## src/rtl/sqrt_rr_arbiter.sv

```systemverilog
`default_nettype none
// ============================================================================
//  Module   : sqrt_rr_arbiter
//  Purpose  : Round-robin arbiter/sequencer sharing one iterative square-root
//             engine among N_REQ requesters; ID-tagged valid/ready response.
//             Define SQRT_ARB_TIMEOUT_EN to enable the engine watchdog.
//  Revision : 1.0 - initial release
// ============================================================================
module sqrt_rr_arbiter #(
    parameter int N_REQ   = 4,
    parameter int WIDTH   = 32,
    parameter int ID_W    = 2,
    parameter int TIMEOUT = 64
) (
    input  logic                     clk,
    input  logic                     reset,
    input  logic [N_REQ-1:0]         req_valid,
    output logic [N_REQ-1:0]         req_ready,
    input  logic [N_REQ*WIDTH-1:0]   req_rad,
    output logic                     eng_start,
    output logic [WIDTH-1:0]         eng_rad,
    input  logic                     eng_done,
    input  logic [WIDTH-1:0]         eng_root,
    input  logic [WIDTH-1:0]         eng_rem,
    output logic                     rsp_valid,
    input  logic                     rsp_ready,
    output logic [ID_W-1:0]          rsp_id,
    output logic [WIDTH-1:0]         rsp_root,
    output logic [WIDTH-1:0]         rsp_rem,
    output logic                     rsp_err
);

    typedef enum logic [1:0] {
        S_IDLE  = 2'd0,
        S_ISSUE = 2'd1,
        S_WAIT  = 2'd2,
        S_RESP  = 2'd3
    } state_t;

    localparam logic [ID_W-1:0] c_last_id = ID_W'(N_REQ - 1);

    state_t             r_state;
    logic [ID_W-1:0]    r_rr_ptr;
    logic               r_eng_start;
    logic [WIDTH-1:0]   r_eng_rad;
    logic               r_rsp_valid;
    logic [ID_W-1:0]    r_rsp_id;
    logic [WIDTH-1:0]   r_rsp_root;
    logic [WIDTH-1:0]   r_rsp_rem;

    logic               w_found;
    logic [ID_W-1:0]    w_gnt_idx;
    logic [ID_W-1:0]    w_next_ptr;
    logic [WIDTH-1:0]   w_gnt_rad;
    logic               w_accept;

`ifdef SQRT_ARB_TIMEOUT_EN
    localparam int                c_cnt_w = $clog2(TIMEOUT + 1);
    localparam logic [c_cnt_w-1:0] c_limit = c_cnt_w'(TIMEOUT - 1);
    logic [c_cnt_w-1:0] r_cnt;
    logic               r_rsp_err;
    assign rsp_err = r_rsp_err;
`else
    logic w_unused_timeout;
    assign w_unused_timeout = (TIMEOUT > 0);
    assign rsp_err          = 1'b0;
`endif

    // Search upward from the round-robin pointer, wrapping modulo N_REQ.
    always_comb begin
        int idx;
        w_found   = 1'b0;
        w_gnt_idx = '0;
        idx       = 0;
        for (int i = 0; i < N_REQ; i++) begin
            idx = int'(r_rr_ptr) + i;
            if (idx >= N_REQ) idx = idx - N_REQ;
            if (!w_found && req_valid[idx]) begin
                w_found   = 1'b1;
                w_gnt_idx = idx[ID_W-1:0];
            end
        end
    end

    assign w_gnt_rad  = req_rad[int'(w_gnt_idx)*WIDTH +: WIDTH];
    assign w_next_ptr = (w_gnt_idx == c_last_id) ? '0 : w_gnt_idx + 1'b1;
    assign w_accept   = (r_state == S_IDLE) && w_found;
    // Gated by reset so the accept strobe is silent while the block is held in reset.
    assign req_ready  = (w_accept && reset) ? (N_REQ'(1) << w_gnt_idx) : '0;

    always_ff @(posedge clk or negedge reset) begin
        if (!reset) begin
            r_state     <= S_IDLE;
            r_rr_ptr    <= '0;
            r_eng_start <= 1'b0;
            r_eng_rad   <= '0;
            r_rsp_valid <= 1'b0;
            r_rsp_id    <= '0;
            r_rsp_root  <= '0;
            r_rsp_rem   <= '0;
`ifdef SQRT_ARB_TIMEOUT_EN
            r_cnt       <= '0;
            r_rsp_err   <= 1'b0;
`endif
        end else begin
            r_eng_start <= 1'b0;
            case (r_state)
                S_IDLE: begin
                    if (w_accept) begin
                        r_eng_rad   <= w_gnt_rad;
                        r_rsp_id    <= w_gnt_idx;
                        r_rr_ptr    <= w_next_ptr;
                        r_eng_start <= 1'b1;
                        r_state     <= S_ISSUE;
                    end
                end
                S_ISSUE: begin
`ifdef SQRT_ARB_TIMEOUT_EN
                    r_cnt   <= '0;
`endif
                    r_state <= S_WAIT;
                end
                S_WAIT: begin
                    if (eng_done) begin
                        r_rsp_root  <= eng_root;
                        r_rsp_rem   <= eng_rem;
                        r_rsp_valid <= 1'b1;
`ifdef SQRT_ARB_TIMEOUT_EN
                        r_rsp_err   <= 1'b0;
`endif
                        r_state     <= S_RESP;
                    end
`ifdef SQRT_ARB_TIMEOUT_EN
                    else if (r_cnt == c_limit) begin
                        r_rsp_root  <= '0;
                        r_rsp_rem   <= '0;
                        r_rsp_valid <= 1'b1;
                        r_rsp_err   <= 1'b1;
                        r_state     <= S_RESP;
                    end else begin
                        r_cnt <= r_cnt + 1'b1;
                    end
`endif
                end
                S_RESP: begin
                    if (rsp_ready) begin
                        r_rsp_valid <= 1'b0;
                        r_state     <= S_IDLE;
                    end
                end
                default: r_state <= S_IDLE;
            endcase
        end
    end

    assign eng_start = r_eng_start;
    assign eng_rad   = r_eng_rad;
    assign rsp_valid = r_rsp_valid;
    assign rsp_id    = r_rsp_id;
    assign rsp_root  = r_rsp_root;
    assign rsp_rem   = r_rsp_rem;

endmodule
`default_nettype wire

```

## config.mk

```make
export PLATFORM = sky130hd
export DESIGN_NAME = sqrt_rr_arbiter
export DESIGN_NICKNAME = d
export VERILOG_FILES = /design/src/rtl/sqrt_rr_arbiter.sv
export SDC_FILE = /design/constraint.sdc
export NUM_CORES = 1
export LEC_CHECK = 0
export ABC_CLOCK_PERIOD_IN_PS = 5500
export CAP_MARGIN = 20
export CELL_PAD_IN_SITES_DETAIL_PLACEMENT = 0
export CELL_PAD_IN_SITES_GLOBAL_PLACEMENT = 2
export CORE_ASPECT_RATIO = 0.5
export CORE_MARGIN = 2
export CORE_UTILIZATION = 23
export CTS_CLUSTER_SIZE = 24
export DETAILED_ROUTE_END_ITERATION = 8
export GPL_TIMING_DRIVEN = 1
export PLACE_DENSITY = 0.87
export SLEW_MARGIN = 20
export SYNTH_ARGS = -nofsm -noshare
export SYNTH_HDL_FRONTEND = slang
export SYNTH_SLANG_ARGS = --single-unit
```

## constraint.sdc

```tcl
create_clock -name clk -period 5.5 [get_ports clk]
set_clock_uncertainty 0.2 [all_clocks]
set_input_delay 0.825 -clock clk [delete_from_list [all_inputs] [get_ports clk]]
set_output_delay 0.825 -clock clk [all_outputs]
set_load 0.01 [all_outputs]
```

==> impl_metrics.json, run 1 <==
{
  "status": "finished clean",
  "ys_seq_area_share_pct": 53.6,
  "cts_setup_buffers": 0,
  "ys.flop_type": "dfrtp_1",
  "clockRootBuffer": "clkbuf_16",
  "reg2reg_slack_ns": 3.19,
  "die_h_um": 107,
  "syn_area_mm2": 0.00485,
  "hold_violations": 0,
  "cts.repair.resized": 0,
  "critPathLaunchType": "input pin",
  "syn_inst": 379,
  "dieArea_mm2": 0.0224,
  "start_util_pct": 23.5,
  "r2r-start": "r_rr_ptr[0]",
  "slew_violations": 0,
  "critPathCaptureType": "primary output",
  "min_period_ns": 4.19,
  "drt-initial-drc-count": 195,
  "powerDensity_mw_per_mm2": 515,
  "synth_nets": 584,
  "final_util_pct": 40.5,
  "num_vias": 4306,
  "routed_wirelength_um": 16700,
  "dp_hpwl_um": 12400,
  "rsz0062_at_grt": "false",
  "r2r-end": "eng_rad[12]",
  "arrival_ns": 3.17,
  "synth_edf_count": 0,
  "max_cap_viol_count": 0,
  "cp_slowest_cell": "clkdlybuf4s50_1",
  "placementRows": 37,
  "required_ns": 4.47,
  "setup_viol": 0,
  "die_w_um": 209,
  "leakage_uw": 0.00343,
  "irDropWorstVdd_mv": 0.154,
  "postRouteAntennaNets": 0,
  "period_share_pct": 76.2,
  "holdPathStages": 2,
  "r2r_cells": 7,
  "path_clk_slew_ns": 0.07,
  "grt_max_degree": 58,
  "ys_ff_latch": 104,
  "min_from": "rsp_id[0]",
  "syn_avg_cell_area_um2": 12.8,
  "crit_fanout": 19,
  "final_nets": 876,
  "via_per_inst": 4.54,
  "core_area_mm2": 0.0206,
  "max_freq_mhz": 239,
  "cp_cell_sequence": "clkdlybuf4s50_1 > inv_2 > a21oi_1 > o221ai_4 > buf_4 > inv_1 > ha_1 > and3_1 > clkdlybuf4s50_1",
  "cp_common_cell": "clkdlybuf4s50_1",
  "hold_class": "register to register",
  "power_uw": 4310,
  "gp_congestion": 0.710,
  "yosys_warnings": 0,
  "holdPathEnd": "rsp_id[0]",
  "ios": 305,
  "wl_per_cell_um": 17.6,
  "postCtsHoldBufs": 0,
  "drive_above_1_share_pct": 14.6,
  "drt_first_pass_iters": 4,
  "port_buffers": 303,
  "drcViolationCount": 0,
  "synth.distinct_cells": 37,
  "grt_pass1_vias": 4559,
  "clock_sinks": 104,
  "grt_overflow": 0,
  "worst_pin_slew_ns": 0.767,
  "antenna_found_initial": 0,
  "cpPeakStageDelay_ns": 0.65,
  "async_reset_ff_share_pct": 100,
  "area.growth.synth_to_final_pct": 72.4,
  "cts_max_level": 3,
  "grt_pass1_wl_um": 25500,
  "cts_buffers": 9,
  "clkLatencyLatePin_ns": 0.34,
  "slew_headroom_pct": 48.9,
  "nFillCells": 1993,
  "cts_tree": "done",
  "worstSetupPathType": "input pin to primary output",
  "cts_buffer_depth": 2,
  "grt_use_total_pct": 14.8,
  "antenna_cells": 0,
  "finalSetupTns_ns": 0
}
==> cells in the mapped netlist, types with 3 or more instances <==
| cell type | n | area share (%) |
|---|---|---|
| buf_2 | 15 | 1.5 |
| o21ai_0 | 9 | 0.93 |
| ha_1 | 5 | 1.3 |
| inv_1 | 5 | 0.39 |
| a221oi_1 | 32 | 5.8 |
| o22ai_1 | 33 | 4.3 |
| a21oi_1 | 3 | 0.31 |
| and3_1 | 3 | 0.39 |
| mux2_2 | 64 | 15 |
| nand2_1 | 7 | 0.54 |
| buf_6 | 6 | 1.4 |
| dfrtp_1 | 104 | 54 |
| mux2i_1 | 32 | 6.6 |
| buf_12 | 3 | 1.2 |
| nor2_1 | 32 | 2.5 |
==> worst max path at each step <==
| stage | from | end | slack, ns | cells past startpoint |
|---|---|---|---|---|
| finish | req_valid[3] | req_ready[3] | 1.31 | 9 |
| global route | req_valid[3] | req_ready[3] | 1.18 | 9 |
| CTS | req_valid[3] | req_ready[3] | 1.31 | 9 |
| detailed placement | req_valid[3] | req_ready[3] | 1.31 | 9 |
| global placement | req_valid[3] | req_ready[3] | 1.37 | 9 |
| floorplan | req_valid[2] | req_ready[3] | 2.59 | 8 |
==> cells in the final DEF (no fill, tap or decap), types with 2 or more instances in the layout <==
| cell | instances |
|---|---|
| and3_1 | 3 |
| o22ai_1 | 33 |
| nand2_4 | 2 |
| dfrtp_1 | 104 |
| clkinv_2 | 2 |
| inv_1 | 5 |
| clkdlybuf4s50_1 | 302 |
| a21oi_1 | 3 |
| nor2_1 | 32 |
| buf_4 | 7 |
| ha_1 | 5 |
| clkinv_4 | 2 |
| mux2_2 | 64 |
| nor2b_1 | 2 |
| clkbuf_16 | 9 |
| mux2i_1 | 32 |
| a221oi_1 | 32 |
| o21ai_0 | 9 |
| nor2b_2 | 2 |
| nand2_1 | 6 |
==> per-layer routing <==
| layer | vias to the layer above | part of all wire, % | GRT usage [%] |
|---|---|---|---|
| li1 | 2001 | - | - |
| met4 | 0 | 2.3 | 4.91 |
| met2 | 130 | 53 | 26.8 |
| met5 | - | 0 | 0 |
| met3 | 28 | 4.1 | 3.16 |
| met1 | 2147 | 40 | 17.5 |
==> state kept, by name, indices dropped and copies added (netlist names) <==
register,cells
rsp_id,2
eng_rad,32
rsp_valid,1
rsp_rem,32
eng_start,1
rsp_root,32
r_state,2
r_rr_ptr,2
==> critical path: cells and delay by family <==
kind            cells  cell delay [ns]
compound gates      2             0.44
buf+inv             5             1.61
fa+ha+maj           1             0.14
simple gates        1             0.14
==> where the power goes <==
part | switching, uW | leakage (uW) | total (uW) | internal (uW)
Combinational | 1000 | 0.00207 | 2280 | 1270
Sequential | 201 | 0.00121 | 1360 | 1160
Clock | 310 | 0.000152 | 668 | 359
Total | 1510 | 0.00343 | 4310 | 2790
==> metrics by stage <==
step	cells	setup WS, ns	hold slack, ns	instance area (um^2)
finish	949	1.31	0.289	8370
detailed placement	933	1.31	0.272	8060
global placement	933	1.37	0.263	8060
global route	949	1.18	0.325	8370
floorplan	379	2.59	0.312	4850
CTS	949	1.31	0.291	8370
==> kinds of logic (layout without fill, tap and decap cells) <==
kind of cell    after synthesis  count (layout)  share of synthesized area [%]
fa+ha+maj                     5               5                           1.29
mux                          96              96                           21.4
flops                       104             104                           53.6
compound gates               86              86                           13.2
simple gates                 52              52                           5.13
other cells                   1               1                         0.0772
buf+inv                      35             332                           5.23
==> area by class of cell <==
type	instances	area, um^2	share of cell area [%]
well taps	273	342	4.08
multi-input cells	240	2020	24.1
clock inverters	7	77.6	0.927
flip-flops and latches	104	2600	31.1
inverters	7	28.8	0.344
repair buffers	309	3080	36.7
clock buffers	9	225	2.69
(Power assumes the default switching activity.)
==> run 2: changes to the inputs <==
--- a/config.mk
+++ b/config.mk
@@ -5,17 +5,17 @@
 export SDC_FILE = /design/constraint.sdc
 export NUM_CORES = 1
 export LEC_CHECK = 0
-export ABC_CLOCK_PERIOD_IN_PS = 5500
+export ABC_CLOCK_PERIOD_IN_PS = 3900
 export CAP_MARGIN = 20
 export CELL_PAD_IN_SITES_DETAIL_PLACEMENT = 0
 export CELL_PAD_IN_SITES_GLOBAL_PLACEMENT = 2
 export CORE_ASPECT_RATIO = 0.5
 export CORE_MARGIN = 2
-export CORE_UTILIZATION = 23
+export CORE_UTILIZATION = 22
 export CTS_CLUSTER_SIZE = 24
 export DETAILED_ROUTE_END_ITERATION = 8
 export GPL_TIMING_DRIVEN = 1
-export PLACE_DENSITY = 0.87
+export PLACE_DENSITY = 0.84
 export SLEW_MARGIN = 20
 export SYNTH_ARGS = -nofsm -noshare
 export SYNTH_HDL_FRONTEND = slang
==> constraint.sdc (replaced) <==
create_clock -name clk -period 3.9 [get_ports clk]
set_clock_uncertainty 0.2 [all_clocks]
set_input_delay 0.585 -clock clk [delete_from_list [all_inputs] [get_ports clk]]
set_output_delay 0.585 -clock clk [all_outputs]
set_load 0.01 [all_outputs]
==> impl_metrics.json, run 2 (same netlist as run 1, synthesis figures left out) <==
{
  "power_uw": 6100,
  "wl_per_cell_um": 18.2,
  "crit_path_end": "req_ready[3]",
  "wl_met2_um": 9840,
  "worstSetupPathType": "input pin to primary output",
  "max_freq_mhz": 290,
  "rsz0062_at_grt": "false",
  "highest_layer": "met4",
  "area.growth.synth_to_final_pct": 73.4,
  "swShare_pct": 35.3,
  "drcViolationCount": 0,
  "gp_congestion": 0.827,
  "antenna_found_initial": 0,
  "irDropWorstVdd_mv": 0.221,
  "worst_pin_slew_ns": 0.693,
  "max_cap_viol_count": 0,
  "path_clk_slew_ns": 0.07,
  "switchingPower_uw": 2150,
  "slew_headroom_pct": 53.8,
  "via_per_inst": 4.41,
  "grt_pass1_wl_um": 26200,
  "antenna_cells": 0,
  "reg2reg_slack_ns": 1.60,
  "met3_length_um": 539,
  "core_area_mm2": 0.0217,
  "p_comb_share_pct": 53.3,
  "r2r_cells": 7,
  "r2r-start": "r_state[1]",
  "finalSetupTns_ns": 0,
  "postLayoutCellArea_mm2": 0.00842,
  "hold_class": "register to register",
  "dp_hpwl_um": 13300,
  "grt_use_total_pct": 14.8,
  "final_nets": 878,
  "setup_viol": 0,
  "grt_max_degree": 72,
  "slew_violations": 0,
  "pwr-share-seq_pct": 31.7,
  "powerDensity_mw_per_mm2": 725,
  "clockRootBuffer": "clkbuf_16",
  "clkLatencyLatePin_ns": 0.35,
  "grt_pass1_vias": 4371,
  "postPlaceCellArea_mm2": 0.00811,
  "min_period_ns": 3.45,
  "grt_overflow": 0,
  "arrival_ns": 2.66,
  "die_h_um": 109,
  "clockPowerShare_pct": 15.0,
  "start_util_pct": 22.4,
  "drt-initial-drc-count": 251,
  "most-common-layout-cells": "clkdlybuf4s50_1 (302), dfrtp_1 (104), mux2_2 (64)",
  "cts_tree": "done",
  "cts_max_level": 3,
  "final_common_cell": "clkdlybuf4s50_1",
  "num_vias": 4304,
  "cts_buffers": 9,
  "routed_wirelength_um": 17800,
  "ios": 305,
  "leakage_uw": 0.00343,
  "cts_buffer_depth": 2,
  "clock_sinks": 104,
  "period_share_pct": 88.4,
  "critPathCaptureType": "primary output",
  "p_int_uw": 3950,
  "die_w_um": 214,
  "cts.repair.resized": 0,
  "dieArea_mm2": 0.0233,
  "required_ns": 3.12,
  "hold_violations": 0,
  "crit_fanout": 7,
  "postRouteAntennaNets": 0,
  "critPathLaunchType": "input pin",
  "placementRows": 38,
  "drive_above_1_share_pct": 14.2,
  "status": "finished clean",
  "r2r-end": "eng_rad[6]",
  "port_buffers": 303,
  "drt_first_pass_iters": 4,
  "drt-met1-wl_um": 7160,
  "critical_path.startpoint": "req_valid[3]"
}
-- run 2: stage by stage --
stage	cells	worst slack (ns)	hold slack (ns)	utilization, %
floorplan	379	1.47	0.0894	-
global placement	961	0.503	0.261	37.4
detailed placement	961	0.469	0.278	37.4
CTS	977	0.452	0.297	38.8
global route	977	0.309	0.323	38.8
finish	977	0.452	0.289	38.8
-- run 2: metal layers --
layer / global-route usage, % / vias to the layer above
met5: 0 / -
met4: 4.61 / 0
met3: 3.26 / 17
met2: 27.8 / 87
met1: 17.1 / 2200
li1: - / 2000
-- run 2: how the worst min path moves through the flow --
| stage | from | endpoint | slack [ns] | depth (start not counted) |
|---|---|---|---|---|
| 5_1_grt | rsp_rem[22] | rsp_rem[22] | 0.32 | 1 |
| 3_3_place_gp | rsp_id[1] | rsp_id[1] | 0.26 | 2 |
| 3_5_place_dp | rsp_id[1] | rsp_id[1] | 0.28 | 2 |
| 6_report | rsp_id[1] | rsp_id[1] | 0.29 | 2 |
| 4_1_cts | rsp_id[1] | rsp_id[1] | 0.30 | 2 |
| 2_1_floorplan | reset | eng_rad[0] | 0.09 | 0 |
-- run 2: power groups by stage --
stage / logic [uW] / registers [uW] / clock network [uW]
3_3_place_gp: 3250 / 1930 / 0
6_report: 3250 / 1930 / 917
2_1_floorplan: 1420 / 2180 / 0
3_5_place_dp: 3300 / 1950 / 0
5_1_grt: 3470 / 2010 / 1010
4_1_cts: 3300 / 1940 / 963
-- run 2: critical path, stage by stage --
cell,delay [ns]
clkdlybuf4s50_1,0.66
inv_2,0.08
a21oi_1,0.27
o221ai_4,0.18
inv_1,0.08
ha_1,0.13
and3_1,0.15
clkdlybuf4s50_1,0.53
-- run 2: timing repair --
| action | 4_1_cts | 5_1_grt |
|---|---|---|
| endpoints found under the hold margin | 6 | 0 |
| buffers inserted | 0 | 0 |
| hold buffers | 1 | 0 |
-- run 2: area by class of cell --
type,count,area [um^2]
clock inverters,4,56.3
multi-input cells,240,2010
fillers,2146,13300
clock buffers,11,233
well taps,300,375
flip-flops and latches,104,2600
inverters,7,28.8
repair buffers,311,3110
